$ cat src/rtl/kmkz_writeback_pkg.sv
// Shared encodings and payload types for the Kamikaze-uRV writeback stage.
package kmkz_defs;

  localparam int unsigned XLEN   = 32;
  localparam int unsigned REG_W  = 5;
  localparam int unsigned FUN_W  = 3;
  localparam int unsigned SRC_W  = 2;

  // Result source select encodings (3 aliases the ALU/CSR result)
  localparam logic [SRC_W-1:0] RD_SOURCE_ALU      = 2'd0;
  localparam logic [SRC_W-1:0] RD_SOURCE_SHIFTER  = 2'd1;
  localparam logic [SRC_W-1:0] RD_SOURCE_MULTIPLY = 2'd2;

  // Load width/sign funct3 encodings
  localparam logic [FUN_W-1:0] LDST_B  = 3'b000;
  localparam logic [FUN_W-1:0] LDST_H  = 3'b001;
  localparam logic [FUN_W-1:0] LDST_L  = 3'b010;
  localparam logic [FUN_W-1:0] LDST_BU = 3'b100;
  localparam logic [FUN_W-1:0] LDST_HU = 3'b101;

  // Data-phase tracking FSM states
  typedef enum logic [1:0] {
    WB_IDLE  = 2'd0,
    WB_WAIT  = 2'd1,
    WB_ABORT = 2'd2
  } wb_state_e;

  // One register-file write port transaction
  typedef struct packed {
    logic [REG_W-1:0] rd;
    logic [XLEN-1:0]  value;
    logic             write;
  } wb_write_t;

endpackage

$ cat src/rtl/kmkz_load_align.sv
// Combinational aligner for AHB-Lite load data: byte/halfword select plus extension.
module kmkz_load_align
  import kmkz_defs::*;
(
  input  logic [FUN_W-1:0] fun,
  input  logic [1:0]       addr,
  input  logic [XLEN-1:0]  data,
  output logic [XLEN-1:0]  value,
  output logic             misaligned
);

  logic [7:0]  byte_sel;
  logic [15:0] half_sel;

  // Pick the addressed byte and halfword lanes
  always_comb begin
    byte_sel = data[7:0];
    case (addr)
      2'd0:    byte_sel = data[7:0];
      2'd1:    byte_sel = data[15:8];
      2'd2:    byte_sel = data[23:16];
      default: byte_sel = data[31:24];
    endcase
    half_sel = addr[1] ? data[31:16] : data[15:0];
  end

  // Extend per funct3; unknown encodings behave as a full-word load
  always_comb begin
    value      = data;
    misaligned = 1'b0;
    case (fun)
      LDST_B:  value = {{24{byte_sel[7]}}, byte_sel};
      LDST_BU: value = {24'd0, byte_sel};
      LDST_H: begin
        value      = {{16{half_sel[15]}}, half_sel};
        misaligned = addr[0];
      end
      LDST_HU: begin
        value      = {16'd0, half_sel};
        misaligned = addr[0];
      end
      default: begin
        value      = data;
        misaligned = (addr != 2'd0);
      end
    endcase
  end

endmodule

$ cat src/rtl/kmkz_writeback.sv
// Writeback stage: result select, load alignment, rf write port, data-phase
// stall/timeout FSM and a registered bypass copy of the last write.
module kmkz_writeback
  import kmkz_defs::*;
#(
  parameter int unsigned TIMEOUT_CYCLES = 255
) (
  input  logic             clk_i,
  input  logic             rst_i,
  input  logic             w_stall_i,
  output logic             w_stall_req_o,
  input  logic             x_valid_i,
  input  logic             x_load_i,
  input  logic             x_store_i,
  input  logic [FUN_W-1:0] x_fun_i,
  input  logic [REG_W-1:0] x_rd_i,
  input  logic             x_rd_write_i,
  input  logic [SRC_W-1:0] x_rd_source_i,
  input  logic [XLEN-1:0]  x_rd_value_i,
  input  logic [XLEN-1:0]  x_shifter_value_i,
  input  logic [XLEN-1:0]  x_multiply_value_i,
  input  logic [XLEN-1:0]  x_dm_addr_i,
  input  logic [XLEN-1:0]  dm_data_l_i,
  input  logic             dm_ready_i,
  output logic [REG_W-1:0] rf_rd_o,
  output logic [XLEN-1:0]  rf_rd_value_o,
  output logic             rf_rd_write_o,
  output logic [REG_W-1:0] w_bypass_rd_o,
  output logic [XLEN-1:0]  w_bypass_value_o,
  output logic             w_bypass_write_o,
  output logic             w_retire_o,
  output logic             w_bus_error_o,
  output logic             w_misaligned_o
);

  localparam int unsigned CNT_W = $clog2(TIMEOUT_CYCLES + 1);
  localparam logic [CNT_W-1:0] CNT_LIMIT = CNT_W'(TIMEOUT_CYCLES - 1);
  localparam logic [CNT_W-1:0] CNT_MAX   = {CNT_W{1'b1}};

  wb_state_e        state_q, state_d;
  logic [CNT_W-1:0] cnt_q, cnt_d;
  logic [CNT_W-1:0] cnt_inc;
  wb_write_t        bypass_q;

  logic [XLEN-1:0]  load_value;
  logic             load_misaligned;
  logic [XLEN-1:0]  src_value;
  logic             mem_pending;
  logic             in_abort;
  logic             completion;
  logic             bad_load;
  logic             unused_addr;

  assign unused_addr = ^x_dm_addr_i[XLEN-1:2];

  kmkz_load_align u_load_align (
    .fun        (x_fun_i),
    .addr       (x_dm_addr_i[1:0]),
    .data       (dm_data_l_i),
    .value      (load_value),
    .misaligned (load_misaligned)
  );

  // Non-load result source select
  always_comb begin
    src_value = x_rd_value_i;
    case (x_rd_source_i)
      RD_SOURCE_SHIFTER:  src_value = x_shifter_value_i;
      RD_SOURCE_MULTIPLY: src_value = x_multiply_value_i;
      default:            src_value = x_rd_value_i;
    endcase
  end

  assign mem_pending   = x_valid_i & (x_load_i | x_store_i);
  assign in_abort      = (state_q == WB_ABORT);
  assign w_stall_req_o = mem_pending & ~dm_ready_i & ~in_abort;
  assign completion    = x_valid_i & ~w_stall_req_o & ~in_abort;
  assign bad_load      = x_load_i & load_misaligned;

  assign rf_rd_o        = x_rd_i;
  assign rf_rd_value_o  = x_load_i ? load_value : src_value;
  assign rf_rd_write_o  = completion & x_rd_write_i & (x_rd_i != '0)
                          & ~x_store_i & ~bad_load;
  assign w_retire_o     = completion & ~w_stall_i;
  assign w_misaligned_o = completion & bad_load;
  assign w_bus_error_o  = in_abort;

  assign w_bypass_rd_o    = bypass_q.rd;
  assign w_bypass_value_o = bypass_q.value;
  assign w_bypass_write_o = bypass_q.write;

  // Saturating wait counter increment
  assign cnt_inc = (cnt_q == CNT_MAX) ? cnt_q : cnt_q + CNT_W'(1);

  // FSM state and wait counter registers
  always_ff @(posedge clk_i or negedge rst_i) begin
    if (!rst_i) begin
      state_q <= WB_IDLE;
      cnt_q   <= '0;
    end else begin
      state_q <= state_d;
      cnt_q   <= cnt_d;
    end
  end

  // Next state: track an outstanding data phase, abort after the timeout
  always_comb begin
    state_d = state_q;
    cnt_d   = cnt_q;
    case (state_q)
      WB_IDLE: begin
        cnt_d = '0;
        if (mem_pending && !dm_ready_i) state_d = WB_WAIT;
      end
      WB_WAIT: begin
        cnt_d = cnt_inc;
        if (dm_ready_i || !mem_pending) begin
          state_d = WB_IDLE;
          cnt_d   = '0;
        end else if (cnt_inc >= CNT_LIMIT) begin
          state_d = WB_ABORT;
        end
      end
      WB_ABORT: begin
        state_d = WB_IDLE;
        cnt_d   = '0;
      end
      default: begin
        state_d = WB_IDLE;
        cnt_d   = '0;
      end
    endcase
  end

  // Bypass copy of the write port, frozen by the global stall
  always_ff @(posedge clk_i or negedge rst_i) begin
    if (!rst_i) begin
      bypass_q <= '0;
    end else if (!w_stall_i) begin
      bypass_q.rd    <= rf_rd_o;
      bypass_q.value <= rf_rd_value_o;
      bypass_q.write <= rf_rd_write_o;
    end
  end

endmodule

$ cat config.mk
export PLATFORM = sky130hd
export DESIGN_NAME = kmkz_writeback
export DESIGN_NICKNAME = d
export VERILOG_FILES = /design/src/rtl/kmkz_writeback_pkg.sv /design/src/rtl/kmkz_load_align.sv /design/src/rtl/kmkz_writeback.sv
export SDC_FILE = /design/constraint.sdc
export NUM_CORES = 1
export LEC_CHECK = 0
export CAP_MARGIN = 20
export CORE_ASPECT_RATIO = 0.8
export CORE_UTILIZATION = 40
export CTS_CLUSTER_DIAMETER = 60
export DETAILED_ROUTE_END_ITERATION = 6
export PLACE_DENSITY = 0.91
export SYNTH_ARGS = -nofsm -noshare
export SYNTH_HDL_FRONTEND = slang
export SYNTH_SLANG_ARGS = --single-unit
$ cat constraint.sdc
create_clock -name clk_i -period 3.8 [get_ports clk_i]
set_clock_uncertainty 0.15 [all_clocks]
set_input_delay 0.38 -clock clk_i [delete_from_list [all_inputs] [get_ports clk_i]]
set_output_delay 0.38 -clock clk_i [all_outputs]
set_load 0.01 [all_outputs]
==> results of run 1 <==
layer usage:
layer  wire, um  vias up
met3       1173       33
met2       7531      231
met1       6144     2145
met5          0        -
li1           -     2034
met4        391        0
power groups by stage:
stage | combinational [uW] | sequential, uW | clock, uW
after global routing | 876 | 613 | 610
final | 826 | 606 | 584
after global placement | 801 | 611 | 0
after floorplan | 313 | 641 | 0
after CTS | 820 | 605 | 595
after detailed placement | 816 | 614 | 0
flip-flops by register name, summed over array words and instances (netlist names):
name / cells
cnt_q: 8
state_q: 2
w_bypass_rd_o: 5
w_bypass_value_o: 32
w_bypass_write_o: 1
per-stage QoR:
step / util (%) / instances / hold WS, ns / power, uW / worst slack [ns]
finish: 69.57 / 745 / -0.02514 / 2017 / 0.3177
global route: 69.57 / 745 / 0.03566 / 2099 / 0.2018
global placement: 67.17 / 736 / 0.3271 / 1412 / 0.3570
detailed placement: 67.17 / 736 / 0.3422 / 1430 / 0.3591
floorplan: - / 420 / -0.06559 / 954.7 / 1.489
CTS: 69.27 / 744 / 0.1812 / 2021 / 0.3465
worst max-delay path by stage:
stage          cells past startpoint                 to  slack [ns]
4_1_cts                            8   rf_rd_value_o[8]        0.35
3_5_place_dp                       8   rf_rd_value_o[8]        0.36
3_3_place_gp                       8   rf_rd_value_o[8]        0.36
5_1_grt                            8   rf_rd_value_o[8]        0.20
2_1_floorplan                      8  rf_rd_value_o[15]        1.49
6_report                           8  rf_rd_value_o[11]        0.32
kinds of logic after synthesis:
kind of cell	after synthesis	synth area share, %
AO/OA/AOI/OAI	143	28.96
AND/OR/NAND/NOR	123	17.99
multiplexers	51	14.41
buffers and inverters	49	6.030
flip-flops	48	30.96
XOR/XNOR	3	0.6773
adder cells (fa/ha/maj)	3	0.9675
layout by cell type (no fill, tap or decap), types with 6 or more instances in the layout:
cell / n
mux2_2: 31
mux2i_1: 18
and2_1: 9
o21ai_0: 22
clkdlybuf4s50_1: 225
a22oi_1: 10
o21ai_1: 16
nand2b_1: 25
a21oi_1: 11
nor3_1: 11
inv_1: 6
a32oi_1: 19
nand2_1: 18
a221o_1: 23
dfrtp_1: 48
nor2b_1: 15
nor2_1: 21
buf_4: 16
worst max-delay path: stages:
cell	delay, ns
clkdlybuf4s50_1	0.48
inv_1	0.05
ha_2	0.57
buf_4	0.31
inv_1	0.11
o21ai_0	0.26
o32ai_1	0.24
clkdlybuf4s50_1	0.54
layout make-up:
cell class,count,area [um^2],area share (%)
multi-input cells,323,2447,38.11
repair buffers,244,2410,37.52
flip-flops and latches,48,1201,18.70
well taps,115,143.9,2.240
clock buffers,5,125.1,1.948
clock inverters,3,68.82,1.071
inverters,7,26.28,0.4091
==> impl_metrics.yaml, run 1 <==
run_status:
  status: "finished with violations"
  violations: "DRC, hold timing"
floorplan:
  start_util_pct: 42.03
  num_rows: 31
  die_w_um: 112.1
  core_um2: 9231
  die_y_um: 90.09
  die-area_um2: 10100
  io_pins: 258
route:
  wl_um: 15240
  via_per_inst: 5.964
  routed-via-count: 4443
  drc: 15
  ant_nets: 0
  wire_per_inst_um: 20.46
  initialDrtViolationCount: 411
  first_pass_iters: 7
global_routing:
  grt_use_total_pct: 29.93
  grt_max_degree: 49
  antenna_found_initial: 0
  grt_util_met3_pct: 5.260
  grt.busiest_layer: "met2"
  grtUsageMet2_pct: 51.97
  grtUsageMet1_pct: 37.66
  grt_pass1_vias: 4458
  grt_pass1_wl_um: 23790
  gr-total-overflow: 0
yosys:
  syn_area_um2: 3880
  yosysTopAreaCellShare_pct: 30.96
  synth_nets: 601
  synth_edf_count: 0
  yosysWarnings: 0
  yosysMostFrequentCell: "dfrtp_1"
  synth-seq-cells: 48
  ys_seq_area_share_pct: 30.96
  synth_common_cells: "48 x dfrtp_1, 31 x mux2_2, 25 x nand2b_1"
  synth_cell_type_count: 57
  synth_top_flop_cell: "dfrtp_1"
  async_flop_share_pct: 100.0
  yosys.area.top_type: "dfrtp_1"
  netlist_instances: 420
  avgSynthCellArea_um2: 9.238
  synthTopCellsByArea: "dfrtp_1 31%, mux2_2 9.0%, a221o_1 5.9%"
clock_network:
  clockBufferDepth: 2
  clk_pin_slew_ns: 0.07
  clk_latency_ns: 0.29
  cts_hold_buf: 0
  post_cts_buffers: 0
  clkSinkCount: 48
  cts.repair.resized: 0
  cts_root_buffer: "clkbuf_16"
  htreeDepth: 2
  cts_tree: "done"
  cts_buffers: 5
placed_design:
  post-dp-hpwl_um: 12020
  placed_area_um2: 6201
  place_congestion: 0.9272
  io_buffers: 227
setup_path:
  required_ns: 3.27
  r2r-end: "state_q[1]"
  arrival_ns: 2.95
  crit_path_max_fanout: 21
  r2r_start: "cnt_q[0]"
  r2r_slack_ns: 1.88
  worst_setup_path_start_kind: "input port"
  reg2regPathDepth: 5
  startpoint: "x_rd_source_i[0]"
  crit_path_end_kind: "output port"
  crit_type: "input port to output port"
sta:
  min_period_over_period_pct: 91.64
  fmax_mhz: 287.2
  rsz0062_at_grt: "no"
  min_period_ns: 3.482
  worst_pin_slew_ns: 0.7158
  slew_violations: 0
  final_hold_viol_count: 27
  fin_setup_tns_ns: 0
  whs_ns: -0.02514
  finalSetupViolations: 0
  slew_headroom_pct: 52.13
pwr:
  p_per_area_nw_per_um2: 314.0
  p_leak_uw: 0.002523
  clock_power_share_pct: 29.0
  p_int_uw: 1426
  pwr-share-comb_pct: 41.0
  switching_power_uw: 591.1
  irDropWorstVdd_uv: 201.0
  swShare_pct: 29.31
  seq_power_share_pct: 30.0
final_layout:
  drive_gt1_share_pct: 11.75
  syn2layout_area_growth_pct: 65.53
  finish.instance_area_um2: 6422
  fillers: 718
  nNetsFinal: 810
  diodes: 0
run:
  cap_violations: 0
hold_path:
  hold_path.class: "input port to async pin"
(Power assumes the default switching activity.)
==> inputs of run 2 (changes only) <==
--- a/config.mk
+++ b/config.mk
@@ -11,6 +11,7 @@
 export CTS_CLUSTER_DIAMETER = 60
 export DETAILED_ROUTE_END_ITERATION = 6
 export PLACE_DENSITY = 0.91
+export SLEW_MARGIN = 20
 export SYNTH_ARGS = -nofsm -noshare
 export SYNTH_HDL_FRONTEND = slang
 export SYNTH_SLANG_ARGS = --single-unit
==> impl_metrics.yaml, run 2 (synthesis results as in run 1) <==
run_status:
  status: "finished with violations"
  violations: "DRC, hold timing"
pwr:
  irDropWorstVdd_uv: 199.5
  pwr-share-comb_pct: 41.0
  swShare_pct: 29.24
  seq_power_share_pct: 30.1
  p_leak_uw: 0.002511
  p_int_uw: 1423
  p_per_area_nw_per_um2: 314.3
  clock_power_share_pct: 28.9
  switching_power_uw: 588.0
sta:
  min_period_over_period_pct: 91.70
  setup_ws_ns: 0.3152
  min_period_ns: 3.485
  finalSetupViolations: 0
  worst_pin_slew_ns: 0.6387
  final_hold_viol_count: 48
  fin_setup_tns_ns: 0
  rsz0062_at_grt: "no"
  slew_headroom_pct: 57.42
  fmax_mhz: 287.0
  whs_ns: -0.03893
  slew_violations: 0
global_routing:
  grt_use_total_pct: 29.93
  grt_max_degree: 49
  grt_pass1_wl_um: 23790
  gr-total-overflow: 0
  grt_pass1_vias: 4458
  antenna_found_initial: 0
setup_path:
  crit_path_end_kind: "output port"
  crit_type: "input port to output port"
  worst_setup_path_start_kind: "input port"
  crit_path_max_fanout: 21
  arrival_ns: 2.95
  required_ns: 3.27
floorplan:
  start_util_pct: 42.03
  die_y_um: 90.09
  die-area_um2: 10100
  io_pins: 258
  die_w_um: 112.1
  num_rows: 31
  core_um2: 9231
route:
  via_per_inst: 6.000
  ant_nets: 0
  wire_per_inst_um: 20.60
  drc: 16
  routed-via-count: 4464
  wl_um: 15330
  first_pass_iters: 7
  initialDrtViolationCount: 438
clock_network:
  cts_tree: "done"
  cts_buffers: 5
  cts_root_buffer: "clkbuf_16"
  clk_latency_ns: 0.29
  clk_pin_slew_ns: 0.07
  clkSinkCount: 48
  clockBufferDepth: 2
  post_cts_buffers: 0
  cts_hold_buf: 0
  cts.repair.resized: 0
  htreeDepth: 2
placed_design:
  dp.cells: 736
  pre_cts_slack_ns: 0.3591
  place_congestion: 0.9272
  io_buffers: 227
  post-dp-hpwl_um: 12020
final_layout:
  syn2layout_area_growth_pct: 64.88
  multiInputGateArea_um2: 2447
  final_cell_mix: "225 x clkdlybuf4s50_1, 48 x dfrtp_1, 31 x mux2_2"
  finalCoreUtilization_pct: 69.30
  drive_gt1_share_pct: 11.61
  fillers: 723
  seqCellArea_um2: 1201
  final_common_cell: "clkdlybuf4s50_1"
  stdcell_count: 744
  diodes: 0
  largest_register_ffs: 32
  nNetsFinal: 809
hold_path:
  hold_path.class: "input port to async pin"
run:
  cap_violations: 0
-- run 2: cell types whose count changed in the layout (fill, tap and decap cells not counted), sizes merged --
| cell | change |
|---|---|
| buf | -1 |
-- run 2: worst max-delay path: stages --
cell and delay [ns]:
clkdlybuf4s50_1 0.48, inv_1 0.05, ha_2 0.58, buf_4 0.31
a221o_1 0.13, o21ai_0 0.14, o32ai_1 0.26, clkdlybuf4s50_1 0.62
-- run 2: metrics by stage --
stage | power, uW | instance area, um^2
after detailed placement | 1430 | 6201
final | 2011 | 6397
after floorplan | 954.7 | 3880
after global placement | 1412 | 6201
after global routing | 2096 | 6397
after CTS | 2021 | 6395
-- run 2: layout make-up --
class                           instances  share of cell area, %
Multi-Input combinational cell        323                  38.26
Timing Repair Buffer                  243                  37.28
Clock inverter                          3                  1.076
Sequential cell                        48                  18.78
Inverter                                7                 0.4107
Clock buffer                            5                  1.956
Tap cell                              115                  2.249
-- run 2: power by group through the flow --
stage	Clock (uW)	Combinational, uW	Sequential [uW]
2_1_floorplan	0	313	641
4_1_cts	595	820	605
6_report	581	824	606
5_1_grt	610	873	613
3_3_place_gp	0	801	611
3_5_place_dp	0	816	614
-- run 2: final timing paths --
check	slack, ns	endpoint	startpoint	cells past startpoint
max	0.32	rf_rd_value_o[8]	x_rd_source_i[0]	8
min	-0.04	cnt_q[0]	rst_i	1
max reg2reg	1.89	state_q[1]	cnt_q[0]	5
min reg2reg	0.36	w_bypass_value_o[8]	w_bypass_value_o[8]	1
max in group asynchronous	3.11	w_bypass_value_o[7]	rst_i	1
min in group clk_i	0.36	w_bypass_value_o[8]	w_bypass_value_o[8]	1
-- run 2: layer usage --
metal	vias to the layer above	GRT usage, %	wire [um]
li1	2035	-	-
met3	35	5.260	1194
met5	-	0	0
met2	237	51.97	7605
met4	0	9.556	378
met1	2157	37.66	6149
